<file path="config.mk">
export PLATFORM = sky130hd
export DESIGN_NAME = prach_mixer
export DESIGN_NICKNAME = d
export VERILOG_FILES = /design/src/rtl/prach_mixer.sv
export SDC_FILE = /design/constraint.sdc
export NUM_CORES = 2
export LEC_CHECK = 0
export ABC_AREA = 1
export BUFFER_PORTS_ARGS = -buffer_cell sky130_fd_sc_hd__buf_2
export CAP_MARGIN = 15
export CORE_ASPECT_RATIO = 0.75
export CORE_MARGIN = 3
export CORE_UTILIZATION = 65
export DETAILED_ROUTE_END_ITERATION = 6
export PLACE_DENSITY = 0.81
export SLEW_MARGIN = 10
export SYNTH_ARGS = -nofsm -noshare
export SYNTH_HDL_FRONTEND = slang
export SYNTH_SLANG_ARGS = --single-unit
</file>
<file path="constraint.sdc">
create_clock -name clk -period 6.67 [get_ports clk]
set_input_delay 0.667 -clock clk [delete_from_list [all_inputs] [get_ports clk]]
set_output_delay 0.667 -clock clk [all_outputs]
set_load 0.01 [all_outputs]
</file>
<file path="src/rtl/prach_mixer.sv">
// PRACH mixer: delays the sample stream to line up with the NCO, multiplies by
// e^-jphi, rounds and saturates back to fi(1,16,15), and supervises alignment.
// Optional error event counter is built when PRACH_MIXER_ERR_CNT_EN is defined.
module prach_mixer #(
    parameter int DATA_DLY = 4
) (
    input  logic               clk,
    input  logic               rst_n,
    input  logic signed [15:0] din_i,
    input  logic signed [15:0] din_q,
    input  logic               din_dv,
    input  logic [7:0]         din_chn,
    input  logic               sync_in,
    input  logic signed [15:0] nco_cos,
    input  logic signed [15:0] nco_sin,
    input  logic               nco_dv,
    input  logic [7:0]         nco_chn,
    input  logic               nco_sync,
    output logic signed [15:0] dout_i,
    output logic signed [15:0] dout_q,
    output logic               dout_dv,
    output logic [7:0]         dout_chn,
    output logic               sync_out,
    output logic               err_align,
    output logic [15:0]        err_cnt
);

    typedef enum logic [1:0] {WAIT_SYNC, RUN, ERR} state_t;

    state_t state, state_nxt;

    logic signed [15:0] dly_i [DATA_DLY];
    logic signed [15:0] dly_q [DATA_DLY];
    logic               dly_dv [DATA_DLY];
    logic [7:0]         dly_chn [DATA_DLY];
    logic               dly_sync [DATA_DLY];

    logic signed [15:0] d_i, d_q;
    logic               d_dv, d_sync;
    logic [7:0]         d_chn;

    logic mismatch, aligned_sync, accept, count_err;

    logic signed [31:0] p_ic, p_qs, p_qc, p_is;
    logic               s1_dv, s1_sync;
    logic [7:0]         s1_chn;
    logic signed [32:0] sum_i, sum_q;
    logic               s2_dv, s2_sync;
    logic [7:0]         s2_chn;

    // Only the low three channel bits take part in the alignment check.
    logic unused_nco_chn_hi;
    assign unused_nco_chn_hi = ^nco_chn[7:3];

    assign d_i    = dly_i[DATA_DLY-1];
    assign d_q    = dly_q[DATA_DLY-1];
    assign d_dv   = dly_dv[DATA_DLY-1];
    assign d_chn  = dly_chn[DATA_DLY-1];
    assign d_sync = dly_sync[DATA_DLY-1];

    // Shift register that delays the sample side to match NCO latency.
    always_ff @(posedge clk or negedge rst_n) begin
        if (!rst_n) begin
            for (int k = 0; k < DATA_DLY; k++) begin
                dly_i[k]    <= '0;
                dly_q[k]    <= '0;
                dly_dv[k]   <= 1'b0;
                dly_chn[k]  <= '0;
                dly_sync[k] <= 1'b0;
            end
        end else begin
            dly_i[0]    <= din_i;
            dly_q[0]    <= din_q;
            dly_dv[0]   <= din_dv;
            dly_chn[0]  <= din_chn;
            dly_sync[0] <= sync_in;
            for (int k = 1; k < DATA_DLY; k++) begin
                dly_i[k]    <= dly_i[k-1];
                dly_q[k]    <= dly_q[k-1];
                dly_dv[k]   <= dly_dv[k-1];
                dly_chn[k]  <= dly_chn[k-1];
                dly_sync[k] <= dly_sync[k-1];
            end
        end
    end

    // Alignment checks between the delayed samples and the NCO side.
    always_comb begin
        mismatch = (d_dv != nco_dv) || (d_sync != nco_sync) ||
                   (d_dv && nco_dv && (d_chn[2:0] != nco_chn[2:0]));
        aligned_sync = d_sync && nco_sync && !mismatch;
        accept       = !mismatch && ((state == RUN) || aligned_sync);
        count_err    = mismatch && (state != WAIT_SYNC);
    end

    // Next-state logic; a mismatch always outranks a coincident sync.
    always_comb begin
        state_nxt = state;
        case (state)
            WAIT_SYNC: if (aligned_sync) state_nxt = RUN;
            RUN:       if (mismatch)     state_nxt = ERR;
            ERR:       if (aligned_sync) state_nxt = RUN;
            default:                     state_nxt = WAIT_SYNC;
        endcase
    end

    // Alignment state register.
    always_ff @(posedge clk or negedge rst_n) begin
        if (!rst_n) state <= WAIT_SYNC;
        else        state <= state_nxt;
    end

    // Stage 1: full-precision products; valid is gated by the alignment state.
    always_ff @(posedge clk or negedge rst_n) begin
        if (!rst_n) begin
            p_ic    <= '0;
            p_qs    <= '0;
            p_qc    <= '0;
            p_is    <= '0;
            s1_dv   <= 1'b0;
            s1_chn  <= '0;
            s1_sync <= 1'b0;
        end else begin
            p_ic    <= d_i * nco_cos;
            p_qs    <= d_q * nco_sin;
            p_qc    <= d_q * nco_cos;
            p_is    <= d_i * nco_sin;
            s1_dv   <= d_dv && accept;
            s1_chn  <= d_chn;
            s1_sync <= d_sync;
        end
    end

    // Stage 2: 33-bit sums implementing the e^-jphi rotation.
    always_ff @(posedge clk or negedge rst_n) begin
        if (!rst_n) begin
            sum_i   <= '0;
            sum_q   <= '0;
            s2_dv   <= 1'b0;
            s2_chn  <= '0;
            s2_sync <= 1'b0;
        end else begin
            sum_i   <= 33'(p_ic) + 33'(p_qs);
            sum_q   <= 33'(p_qc) - 33'(p_is);
            s2_dv   <= s1_dv;
            s2_chn  <= s1_chn;
            s2_sync <= s1_sync;
        end
    end

    // Round half up at bit 13, drop 14 fraction bits and clamp to 16 bits.
    function automatic logic signed [15:0] round_sat(input logic signed [32:0] s);
        logic signed [33:0] r;
        r = 34'(s) + 34'sd8192;
        r = r >>> 14;
        if (r > 34'sd32767)
            return 16'sh7fff;
        else if (r < -34'sd32768)
            return 16'sh8000;
        else
            return r[15:0];
    endfunction

    // Stage 3: output register; data holds whenever the output is not valid.
    always_ff @(posedge clk or negedge rst_n) begin
        if (!rst_n) begin
            dout_i   <= '0;
            dout_q   <= '0;
            dout_dv  <= 1'b0;
            dout_chn <= '0;
            sync_out <= 1'b0;
        end else begin
            if (s2_dv) begin
                dout_i <= round_sat(sum_i);
                dout_q <= round_sat(sum_q);
            end
            dout_dv  <= s2_dv;
            dout_chn <= s2_chn;
            sync_out <= s2_sync;
        end
    end

    // Sticky flag raised by the first mismatch seen outside WAIT_SYNC.
    always_ff @(posedge clk or negedge rst_n) begin
        if (!rst_n)         err_align <= 1'b0;
        else if (count_err) err_align <= 1'b1;
    end

`ifdef PRACH_MIXER_ERR_CNT_EN
    // Saturating count of mismatch cycles outside WAIT_SYNC.
    always_ff @(posedge clk or negedge rst_n) begin
        if (!rst_n)
            err_cnt <= '0;
        else if (count_err && (err_cnt != 16'hffff))
            err_cnt <= err_cnt + 16'd1;
    end
`else
    assign err_cnt = '0;
`endif

endmodule

</file>
Word-level counts from Yosys, hierarchy flattened. Index checks and enable logic that the tools add are counted. Widths: inputs -> output; s select.

Logic and storage cells: 80. Output and inout bits: 59. Register bits: 427.

Reduce and logical (&&, ||, !) cells: 15. Add/sub/neg operators: 4. Order comparisons: 4. Equality and inequality tests: 7. Multiply operators: 4. Mux-type cells: 7.

Operators by type and width (count): $mul 16x16->32 (4); $add 33x15->34 const B (2); $mux 16 (4); $gt 20x16->1 const B (2); $lt 20x16->1 const B (2); $add 32x32->33 (1); $sub 32x32->33 (1); $logic_and 1x1->1 (7); $mux 2 (2); $pmux 2 s2 (1); $logic_or 1x1->1 (3); $ne 3x3->1 (1); $eq 2x1->1 const B (1); $eq 2x2->1 const B (1); $logic_not 2->1 (1); $ne 1x1->1 (2); $ne 2x1->1 const B (1); $ne 2x2->1 const B (1); $reduce_and 2->1 (1); $reduce_bool 2->1 (1); $reduce_or 2->1 (1); $logic_not 1->1 (1).

Depth between registers and ports, before layout.
Depth in word-level cells: 8. Gate-level depth with buffers: 25. Mapped depth without buffers: 24.

Worst setup path after synthesis. Ideal clock, no wire load.

Path kind: input to register. From: input port nco_cos[3]. To: register p_qc[31]. Data required time: 6.553 ns. Cell stages on the path: 20. Setup time: 0.117 ns. Data arrival time: 5.655 ns. Setup slack: 0.897 ns. Cell sequence: clkbuf_1 -> nand2_1 -> inv_1 -> fa_1 -> fa_1 -> fa_1 -> fa_1 -> inv_1 -> fa_1 -> inv_1 -> fa_1 -> ha_1 -> inv_1 -> nor3_1 -> nand2_1 -> or2_2 -> nand3_1 -> inv_1 -> nand2_1 -> nand2_1.

Word-level cells in the longest chain between the ends: 1.

Ends and longest elaborated chain: start, declared (RTL line 14) `input logic signed [15:0] nco_cos,`; $mul 16x16->32 (RTL line 126) `p_qc <= d_q * nco_cos;`; end signal, assigned (RTL line 126); end, declared (RTL line 44) `logic signed [31:0] p_ic, p_qs, p_qc, p_is;`.

Every way passes these cells. A chain may end at the register's enable or synchronous reset.

Worst setup path in the final report.
From: register dly_q (netlist bit d_q[5]). To: register p_qc[27].

Word-level cells in the longest chain between the ends: 1.

Ends and longest elaborated chain: start, declared (RTL line 33) `logic signed [15:0] dly_q [DATA_DLY];`; start signal, assigned by index (RTL line 79) `dly_q[k] <= dly_q[k-1];`; $mul 16x16->32 (RTL line 126).

Every way passes these cells.

==> reports/metrics.cfg <==
[sta]
final.setup.tns_ns=0
rsz0062_at_grt=no
relSlewSlack=0.261
finClkSkew_ns=0.0224
worst_pin_slew_ns=1.11
slew_violations=0
timing.fmax_ghz=0.155
layout_setup_ws_ns=0.238
post-route-min-period_ns=6.43
final-setup-viol-count=0
period_share=0.964
final_hold_viol_count=0

[clock_network]
cts.clk_slew.worst_paths_ns=0.07
cts_tree=yes
cts-resized-gates=0
cts_buffer_depth=3
cts_max_level=2
hold_buffers=0
post-cts-setup-buffers=0
cts-root-buf=clkbuf_16
insertion_delay_ns=0.62
clock_sinks=401
cts_buffers=42

[setup_path]
reg2reg_to=p_qc[27]
crit_arrival_ns=6.92
worstPathMaxFanout=14
critPathMaxStageDelay_ns=0.95
r2r_slack_ns=0.24
worstPathCellList=nand2_1, fa_1, inv_1, fa_1, inv_1, fa_1, inv_1, fa_1, fa_1, inv_1, fa_1, inv_1, ha_1, nand2_1, inv_1, nand3_1, nor3_1, nand4_1, nand3_1, a21oi_1, xnor2_1
path_delay_family=adder cells
cp-start-kind=register
required_ns=7.15
critPathKind=reg -> reg
crit_buf_inv=6
r2r_cells=21
endpoint_kind=register
timing.rr.start=d_q[5]
worst_path_max_delay_cell=dfrtp_1

[placement]
dp_hpwl_um=123000
portBuffers=123
globalplace.congestion=0.982
post-place-ws_ns=0.161

[job]
max_cap_viol_count=0

[logic_synthesis]
synth-edff-count=0
yosysUniqueCellTypes=49
synthCells=6716
netlist_area_um2=56700
ys_seq_area_frac=0.177
async_flop_share=1.00
synth-main-ff-cell=dfrtp_1
yosysWarnings=0
syn_area_per_cell_um2=8.44
synth_seq_cells=401

[cells_and_area]
multiInputGateArea_um2=38700
nFillCells=6592
syn_to_final_growth_pct=7.63
drive_above_1_share=0.0648
final_common_cell=inv_1
seq_area_um2=10000
fin_nets=8394
layout_common_cells=1,892 x inv_1, 1,578 x nand2_1, 1,048 x fa_1, 398 x dfrtp_1, 394 x ha_1

[grt]
grt_busiest_layer=met1
grt_start_max_net_pins=170
grt.met2_usage=0.497
first_global_vias=45900
grt_overflow_total=0
grtUsageTotal=0.344
antenna_found_initial=9
grt_pass1_wl_um=244000
met3_usage=0.0862
use_met1=0.523

[route]
wirelength_um=149000
drc=0
post_drt_via_cell_ratio=5.45
ant_nets=0
drtIter0Drc=4724
vias=43800
wl_per_cell_um=18.6
dr.pass1.iters=6

[floorplanning]
die_h_um=262
rows=93
core_um2=86100
die_area_um2=90800
die_x_um=347
io_pins=145
start_util=0.658

[outcome]
status=completed

[min_path]
hp-class=in -> async

==> worst reg2reg max path: cells and delay by family, from the launching register on <==
family                     cells  cell delay [ns]
buffers and inverters          6             0.34
adders and majority gates      7             3.34
and+or+nand+nor                6             1.40
AOI/OAI and AO/OA              1             0.12
DFF                            1             0.95
xor gates and xnor gates       1             0.14
==> layer usage <==
layer,share of wire,vias to the layer above
met5,0.0017,-
met4,0.029,6
met3,0.12,344
met2,0.42,2251
met1,0.43,21600
li1,-,19600
==> cell type report <==
cell class                      count  share of cell area
Multi-Input combinational cell   4218               0.634
Sequential cell                   401               0.165
Inverter                         1894               0.117
Timing Repair Buffer              309              0.0374
Tap cell                         1140              0.0234
Clock buffer                       52              0.0192
Clock inverter                     25             0.00496
Antenna cell                        5            0.000205
==> per-stage QoR <==
stage               std cells  hold WS [ns]   util  instance area, um2
finish                   8044        0.0199  0.709               61000
detailed placement       7962         0.335  0.691               59500
global placement         7962         0.331  0.691               59500
CTS                      8039        0.0272  0.708               61000
global route             8040        0.0504  0.708               61000
floorplan                6731         0.331      -               56700
==> sequential cells by signal, summed over array words and instances, names as in the netlist, 20 cells and up <==
name,count
dly_q,48
p_is,32
p_qs,32
sum_q,20
p_qc,32
sum_i,20
dly_i,48
dly_chn,24
p_ic,32
==> worst max path at each step <==
| stage | startpoint | to | cells after the start |
|---|---|---|---|
| 2_1_floorplan | nco_cos[3] | p_qc[31] | 20 |
| 3_3_place_gp | nco_cos[1] | p_qc[31] | 23 |
| 3_5_place_dp | nco_cos[1] | p_qc[31] | 23 |
| 4_1_cts | d_q[14] | p_qc[31] | 24 |
| 5_1_grt | d_q[14] | p_qc[31] | 21 |
| 6_report | d_q[5] | p_qc[27] | 21 |
==> cell usage after synthesis, types with 10 or more instances <==
cell type	number	area (um2)
o21ai_0	119	596
or2_2	11	68.8
ha_1	394	4930
xor2_1	127	1110
nand2_1	1578	5920
nand4_1	37	231
inv_1	1892	7100
a21oi_1	212	1060
fa_1	1048	21000
a31oi_1	18	113
nand2_2	17	106
nor3_1	40	200
o21a_1	10	75.1
o21bai_1	18	135
buf_4	18	135
dfrtp_1	401	10000
nand3_1	128	641
a21o_1	19	143
xnor2_1	63	552
nor2_1	279	1050
clkbuf_1	191	717
a21oi_2	10	87.6
==> cells by family (layout without fill, tap and decap cells) <==
family | count (synthesis) | count (layout) | share of synthesized area
other cells | 1 | 21 | 0.0000661
xor+xnor | 190 | 190 | 0.0294
buf+inv | 2112 | 2280 | 0.142
simple gates | 2123 | 2123 | 0.150
fa+ha+maj | 1442 | 1442 | 0.457
flops | 401 | 401 | 0.177
compound gates | 447 | 447 | 0.0448
Power is not shown: default switching activity piles up to over one toggle a cycle in this logic, so the estimate is an artifact.
